$ cat config.mk
export PLATFORM = sky130hd
export DESIGN_NAME = jt12_mod_hist
export DESIGN_NICKNAME = d
export VERILOG_FILES = /design/src/rtl/jt12_mod_hist.sv
export SDC_FILE = /design/constraint.sdc
export NUM_CORES = 1
export LEC_CHECK = 0
export CAP_MARGIN = 20
export CORE_MARGIN = 10
export CORE_UTILIZATION = 40
export DETAILED_ROUTE_END_ITERATION = 7
export SYNTH_ARGS = -nofsm -noshare
export SYNTH_HDL_FRONTEND = slang
export SYNTH_SLANG_ARGS = --single-unit
$ cat constraint.sdc
create_clock -name clk -period 4.1 [get_ports clk]
set_clock_uncertainty 0.15 [all_clocks]
set_input_delay 0.82 -clock clk [delete_from_list [all_inputs] [get_ports clk]]
set_output_delay 0.82 -clock clk [all_outputs]
set_load 0.005 [all_outputs]
$ cat src/rtl/jt12_mod_hist.sv
// Operator output history for the FM pipeline. It records every operator result
// and builds the phase-modulation term for the slot entering the phase stage.
// The term is taken from the x/y sources chosen by the algorithm decoder.
// For S1 the term is scaled by the self-feedback level.
module jt12_mod_hist #(
  parameter int num_ch = 6,
  parameter int W      = 14
) (
  input  logic                clk,
  input  logic                rst_n,
  input  logic                clk_en,
  input  logic signed [W-1:0] op_result,
  input  logic [1:0]          op_id,
  input  logic                s1_enters,
  input  logic                xuse_prevprev1,
  input  logic                xuse_prev2,
  input  logic                xuse_internal,
  input  logic                yuse_prev1,
  input  logic                yuse_prev2,
  input  logic                yuse_internal,
  input  logic [2:0]          fb,
  output logic signed [W:0]   mod_out,
  output logic                sel_err
);

  localparam int HD = 2 * num_ch;

  // all operator results, one entry per slot
  logic signed [W-1:0] hist    [HD];
  // per-operator recirculating lines: S1, S2, S3
  logic signed [W-1:0] line_s1 [num_ch];
  logic signed [W-1:0] line_s2 [num_ch];
  logic signed [W-1:0] line_s3 [num_ch];

  logic signed [W-1:0] prev1, prevprev1, prev2, int_x, int_y;
  logic signed [W-1:0] x_sel_p0, y_sel_p0;
  logic signed [W:0]   sum_p0, mod_p0;
  logic                over_p0;

  // true when at least two of the three selects are high
  function automatic logic multi_sel(input logic a, input logic b, input logic c);
    return (a & b) | (a & c) | (b & c);
  endfunction

  // S1 feedback scaling: level 7 passes the sum through, each lower level halves it
  function automatic logic signed [W:0] fb_scale(input logic signed [W:0] s,
                                                 input logic [2:0] lvl);
    logic signed [W:0] r;
    if (lvl == 3'd0) r = '0;
    else             r = s >>> (3'd7 - lvl);
    return r;
  endfunction

  // every read is taken from the pre-shift contents
  assign prev1     = hist[num_ch-1];
  assign prevprev1 = hist[HD-1];
  assign int_x     = line_s1[num_ch-1];
  assign prev2     = line_s2[num_ch-1];
  assign int_y     = line_s3[num_ch-1];

  // stage p0: priority source selection, full-width sum and feedback scaling
  always_comb begin
    x_sel_p0 = '0;
    y_sel_p0 = '0;
    if (xuse_prevprev1)     x_sel_p0 = prevprev1;
    else if (xuse_prev2)    x_sel_p0 = prev2;
    else if (xuse_internal) x_sel_p0 = int_x;
    if (yuse_prev1)         y_sel_p0 = prev1;
    else if (yuse_prev2)    y_sel_p0 = prev2;
    else if (yuse_internal) y_sel_p0 = int_y;
    sum_p0  = {x_sel_p0[W-1], x_sel_p0} + {y_sel_p0[W-1], y_sel_p0};
    mod_p0  = s1_enters ? fb_scale(sum_p0, fb) : sum_p0;
    over_p0 = multi_sel(xuse_prevprev1, xuse_prev2, xuse_internal) |
              multi_sel(yuse_prev1, yuse_prev2, yuse_internal);
  end

  // history shift line: newest result enters at the head
  always_ff @(posedge clk or negedge rst_n) begin
    if (!rst_n) begin
      for (int k = 0; k < HD; k++) hist[k] <= '0;
    end else if (clk_en) begin
      hist[0] <= op_result;
      for (int k = 1; k < HD; k++) hist[k] <= hist[k-1];
    end
  end

  // operator lines rotate every slot; a matching op_id replaces the tail that wraps to the head
  always_ff @(posedge clk or negedge rst_n) begin
    if (!rst_n) begin
      for (int k = 0; k < num_ch; k++) begin
        line_s1[k] <= '0;
        line_s2[k] <= '0;
        line_s3[k] <= '0;
      end
    end else if (clk_en) begin
      line_s1[0] <= (op_id == 2'd0) ? op_result : line_s1[num_ch-1];
      line_s3[0] <= (op_id == 2'd1) ? op_result : line_s3[num_ch-1];
      line_s2[0] <= (op_id == 2'd2) ? op_result : line_s2[num_ch-1];
      for (int k = 1; k < num_ch; k++) begin
        line_s1[k] <= line_s1[k-1];
        line_s2[k] <= line_s2[k-1];
        line_s3[k] <= line_s3[k-1];
      end
    end
  end

  // stage p0 -> output: register the modulation term and the sticky select error
  always_ff @(posedge clk or negedge rst_n) begin
    if (!rst_n) begin
      mod_out <= '0;
      sel_err <= 1'b0;
    end else if (clk_en) begin
      mod_out <= mod_p0;
      if (over_p0) sel_err <= 1'b1;
    end
  end

endmodule

; Word-level counts from Yosys, hierarchy flattened
; Cells that the tools add are included.
[totals]
inputBits = 29
out_inout_bits = 16
word_cells = 62
regBits = 436
[classes]
reduce_logical = 3
addsub = 2
n_eq_ne = 2
n_bitwise = 11
n_mux = 11
n_shift = 1
[op_table]
columns = cell, count
row1 = two-way mux 14 bit, 9
row2 = two-way mux 15 bit, 2
row3 = adder 14 x 14 -> 15 bit, 1
row4 = >>> shifter 15 x 3 -> 15 bit, 1
row5 = AND 1 bit, 6
row6 = OR 1 bit, 5
row7 = zero test 3 bit, 1
row8 = subtractor 3 bit (first input constant), 1
row9 = equality test 2 x 1 -> 1 bit (second input constant), 1
row10 = equality test 2 bit (second input constant), 1
row11 = zero test 2 bit, 1
row12 = AND reduction 2 bit, 1

; Depth between registers and ports, before layout
[logic_depth]
ltp_word = 7
depth_mapped = 16
ltp_nobuf = 15

; Worst setup path before layout
; Ideal clock, no wire load.
[synth_path]
kind = input to register
from = input port xuse_prev2
to = register mod_out[7]
stages = 15
path_slack_ns = 0.308
arrival_ns = 3.516
setup_ns = 0.126
path_buffers = 2
required_time_ns = 3.824
path_cell_list = clkbuf_1 a21oi_1 o21ai_0 ha_1 inv_1 fa_1 nor2b_1 o21a_4 o31ai_4 and2b_4 o22a_1 buf_4 o22ai_1 nor4_1 o32a_1
[synth_between]
elab_chain_cells = 6
[synth_rtl]
columns = element, line
row1 = "start, declared", 16  ; input logic xuse_prev2,
row2 = two-way mux 14 bit (*), 66  ; else if (xuse_prev2) x_sel_p0 = prev2;
row3 = two-way mux 14 bit (*), 65  ; if (xuse_prevprev1) x_sel_p0 = prevprev1;
row4 = adder 14 x 14 -> 15 bit (*), 71  ; sum_p0 = {x_sel_p0[W-1], x_sel_p0} + {y_sel_p0[W-1], y_sel_p0};
row5 = >>> shifter 15 x 3 -> 15 bit, 50  ; else r = s >>> (3'd7 - lvl);
row6 = two-way mux 15 bit, 49  ; if (lvl == 3'd0) r = '0;
row7 = two-way mux 15 bit (*), 72  ; mod_p0 = s1_enters ? fb_scale(sum_p0, fb) : sum_p0;
row8 = "end signal, assigned", 113  ; mod_out <= mod_p0;
row9 = "end, declared", 22  ; output logic signed [W:0] mod_out,
; Mark *: on every way between the ends. The rest lies on a longest branch, timed or not.
; A chain may end at the register's enable or synchronous reset.

; Worst setup path in the final report
[layout_path]
from = input port yuse_internal
to = register mod_out[7]
[layout_between]
elab_chain_cells = 7
[layout_rtl]
columns = element, line
row1 = "start, declared", 20  ; input logic yuse_internal,
row2 = two-way mux 14 bit (*), 70  ; else if (yuse_internal) y_sel_p0 = int_y;
row3 = two-way mux 14 bit (*), 69  ; else if (yuse_prev2) y_sel_p0 = prev2;
row4 = two-way mux 14 bit (*), 68  ; if (yuse_prev1) y_sel_p0 = prev1;
row5 = adder 14 x 14 -> 15 bit (*), 71
row6 = >>> shifter 15 x 3 -> 15 bit, 50
row7 = two-way mux 15 bit, 49
row8 = two-way mux 15 bit (*), 72
; Marks and branches as above.

==> reports/metrics.yaml <==
run_status:
  status: "finished clean"
synth:
  yosys-top-cells-area: "dfrtp_1 59%, mux2_2 23%, a21oi_1 2.6%"
  syn_area_sq_um: 18500
  synth_edf_count: 0
  synth_seq_cells: 436
  async_flop_share_pct: 100
  yosys.cell_types.count: 67
  ys_seq_area_share_pct: 59.1
  synth_ff_type: "dfrtp_1"
  syn_nets: 1437
  synth_top_area_share_pct: 59.1
  yosysWarnings: 0
  syn_avg_cell_area_sq_um: 13.3
  syn-instance-count: 1393
  yosys.area.top_type: "dfrtp_1"
power:
  p_per_area_nw_per_um2: 709
  leakage_uw: 0.00903
  max-vdd-ir-drop_mv: 0.395
  report.power.total_uw: 15400
cells_and_area:
  synthToLayoutAreaGrowth_pct: 17.6
  fin_util_pct: 47.7
  layout-drive-gt1-share_pct: 36.9
  antenna_cells: 0
  final_cells: 2124
  fin_nets: 1538
timing:
  finalHoldViolCount: 0
  maxSlewHeadroom_pct: 23.2
  max_freq_mhz: 264
  worst_pin_slew_ps: 1150
  fin_crit_sh_pct: 92.6
  finalWorstSetupSlack_ps: 305
  final.setup.tns_ps: 0
  drv_slew: 0
  setup_viol: 0
  rsz0062_at_grt: "false"
  min_period_ps: 3790
global_route:
  antenna_found_initial: 2
  grt_pass1_vias: 11100
  grt_pass1_wl_microns: 60400
  grt_max_degree: 217
  overflow: 0
  grtUsageTotal_pct: 13.1
floorplanning:
  core_sq_um: 45500
  die_h_microns: 235
  die_area_sq_um: 55200
  fp-row-count: 78
  boundaryPins: 45
  start_util_pct: 40.6
  die_w_microns: 235
cts:
  clkLatencyLatePin_ps: 570
  clock_path_buffers: 3
  cts_htree_levels: 2
  cts_buffers: 47
  cts_hold_buf: 0
  numClockSinks: 436
  cts_root_buf: "clkbuf_16"
  cts_tree: "built"
  cts.clk_slew.worst_paths_ps: 60
placed_design:
  place_inst: 2045
  io_buffers: 44
  gp_congestion: 0.827
  dp_slack_ps: -320
  dp.final_hpwl_microns: 23600
detailed_routing:
  ant_nets: 0
  drt_wl_total_microns: 35800
  viasPerCell: 5.10
  first_iter_violations: 782
  avgRoutedWirePerCell_microns: 16.9
  drc: 0
  drt_pre_antenna_iters: 4
  vias: 10800
hold_path:
  hold_class: "in2async"
critical_path:
  cp_data_arrival_time_ps: 4100
  cp-end-kind: "register"
  reg2reg_from: "int_x[1]$_DFFE_PN0P_"
  crit_path_start_kind: "primary input"
  cp_data_required_time_ps: 4400
  crit_start: "yuse_internal"
  cp_max_fo: 15
  worst-setup-path-type: "in2reg"
job:
  maxCapViolCount: 0
-- kinds of logic (layout without fill, tap and decap cells) --
| logic type | after synthesis | in the layout | synth area share [%] |
|---|---|---|---|
| xor gates and xnor gates | 11 | 11 | 0.562 |
| AOI/OAI and AO/OA | 207 | 207 | 6.92 |
| adders and majority gates | 15 | 15 | 1.06 |
| buffers and inverters | 94 | 225 | 1.94 |
| and+or+nand+nor | 202 | 202 | 4.60 |
| muxes | 428 | 428 | 25.8 |
| DFF | 436 | 436 | 59.1 |
-- per-stage QoR --
step | instance area, sq um | hold WS, ps
floorplan | 18500 | 301
global placement | 20200 | 293
detailed placement | 20200 | 298
CTS | 21700 | 181
global route | 21700 | 200
finish | 21700 | 128
-- critical path, cell delays in order --
cell and delay, ps:
clkdlybuf4s50_1 510, buf_12 160, nand2_1 60, nor2_1 100
a21oi_1 50, o21ai_0 150, ha_1 190, inv_1 50
fa_1 400, nor2b_2 180, o21a_4 180, o31ai_4 70
and2b_4 190, o22a_1 290, o22ai_1 240, nor4_1 90
o32a_1 350
-- cells in the mapped netlist (all sizes together) (7+ instances only) --
master	number
dfrtp	436
nor2b	7
o21ai	52
nor2	95
mux2	379
nand2	71
inv	7
mux2i	48
a21oi	97
ha	14
clkbuf	79
-- cell usage in the layout (no fill, tap or decap), drive strengths merged, types with 4 or more instances in the layout --
cell type / netlist / final
a211oi: 4 / 4
a21oi: 97 / 97
a22oi: 4 / 4
a31oi: 5 / 5
buf: 6 / 95
clkbuf: 79 / 71
clkdlybuf4s50: 0 / 42
clkinv: 2 / 6
dfrtp: 436 / 436
ha: 14 / 14
inv: 7 / 8
mux2: 379 / 379
mux2i: 48 / 48
nand2: 71 / 71
nand3: 4 / 4
nor2: 95 / 95
nor2b: 7 / 7
nor3: 6 / 6
o211ai: 6 / 6
o21a: 6 / 6
o21ai: 52 / 52
o2bb2ai: 4 / 4
or3: 5 / 5
xnor2: 5 / 5
xor2: 6 / 6
-- repair_timing --
item                       in CTS  in global routing
hold endpoints to repair        0                  0
setup buffers                   0                  0
setup endpoints to repair       0                  2
resized for setup               0                  1
-- flip-flops by register name, indices dropped and copies added (netlist names) --
register	cells
hist	140
int_x	14
int_y	14
line_s1	70
line_s2	70
line_s3	70
mod_out	15
prev1	14
prev2	14
prevprev1	14
sel_err	1
-- layout make-up --
class                      instances  area (sq um)
clock inverter                     8          96.3
inverter                           9          33.8
tap                              600           751
multi-input combinational        863          7210
sequential                       436         10900
fill                            4060         23800
clock buffer                      71          1440
timing repair buffer             137          1270
-- final timing paths --
kind / slack [ps] / to / cells past startpoint
setup / recovery: 310 / mod_out[7]$_DFFE_PN0P_ / 17
hold reg to reg: 310 / sel_err$_DFFE_PN0P_ / 1
setup reg to reg: 800 / mod_out[7]$_DFFE_PN0P_ / 14
hold / removal: 130 / hist[105]$_DFFE_PN0P_ / 1
min in group clk: 310 / sel_err$_DFFE_PN0P_ / 1
max in group asynchronous: 2700 / hist[67]$_DFFE_PN0P_ / 2
-- power breakdown --
part	total, uW	internal, uW	switching (uW)
Clock	4140	2530	1620
Combinational	4190	2460	1740
Sequential	7060	6010	1050
-- metal layers --
metal,vias up,wire length [microns],track usage (%)
met5,-,16,0
met4,4,718,4.37
met3,53,1490,2.62
met2,149,15800,19.3
met1,5471,17800,18.9
li1,5164,-,-
Note: power is estimated with default switching activity, not from simulation.
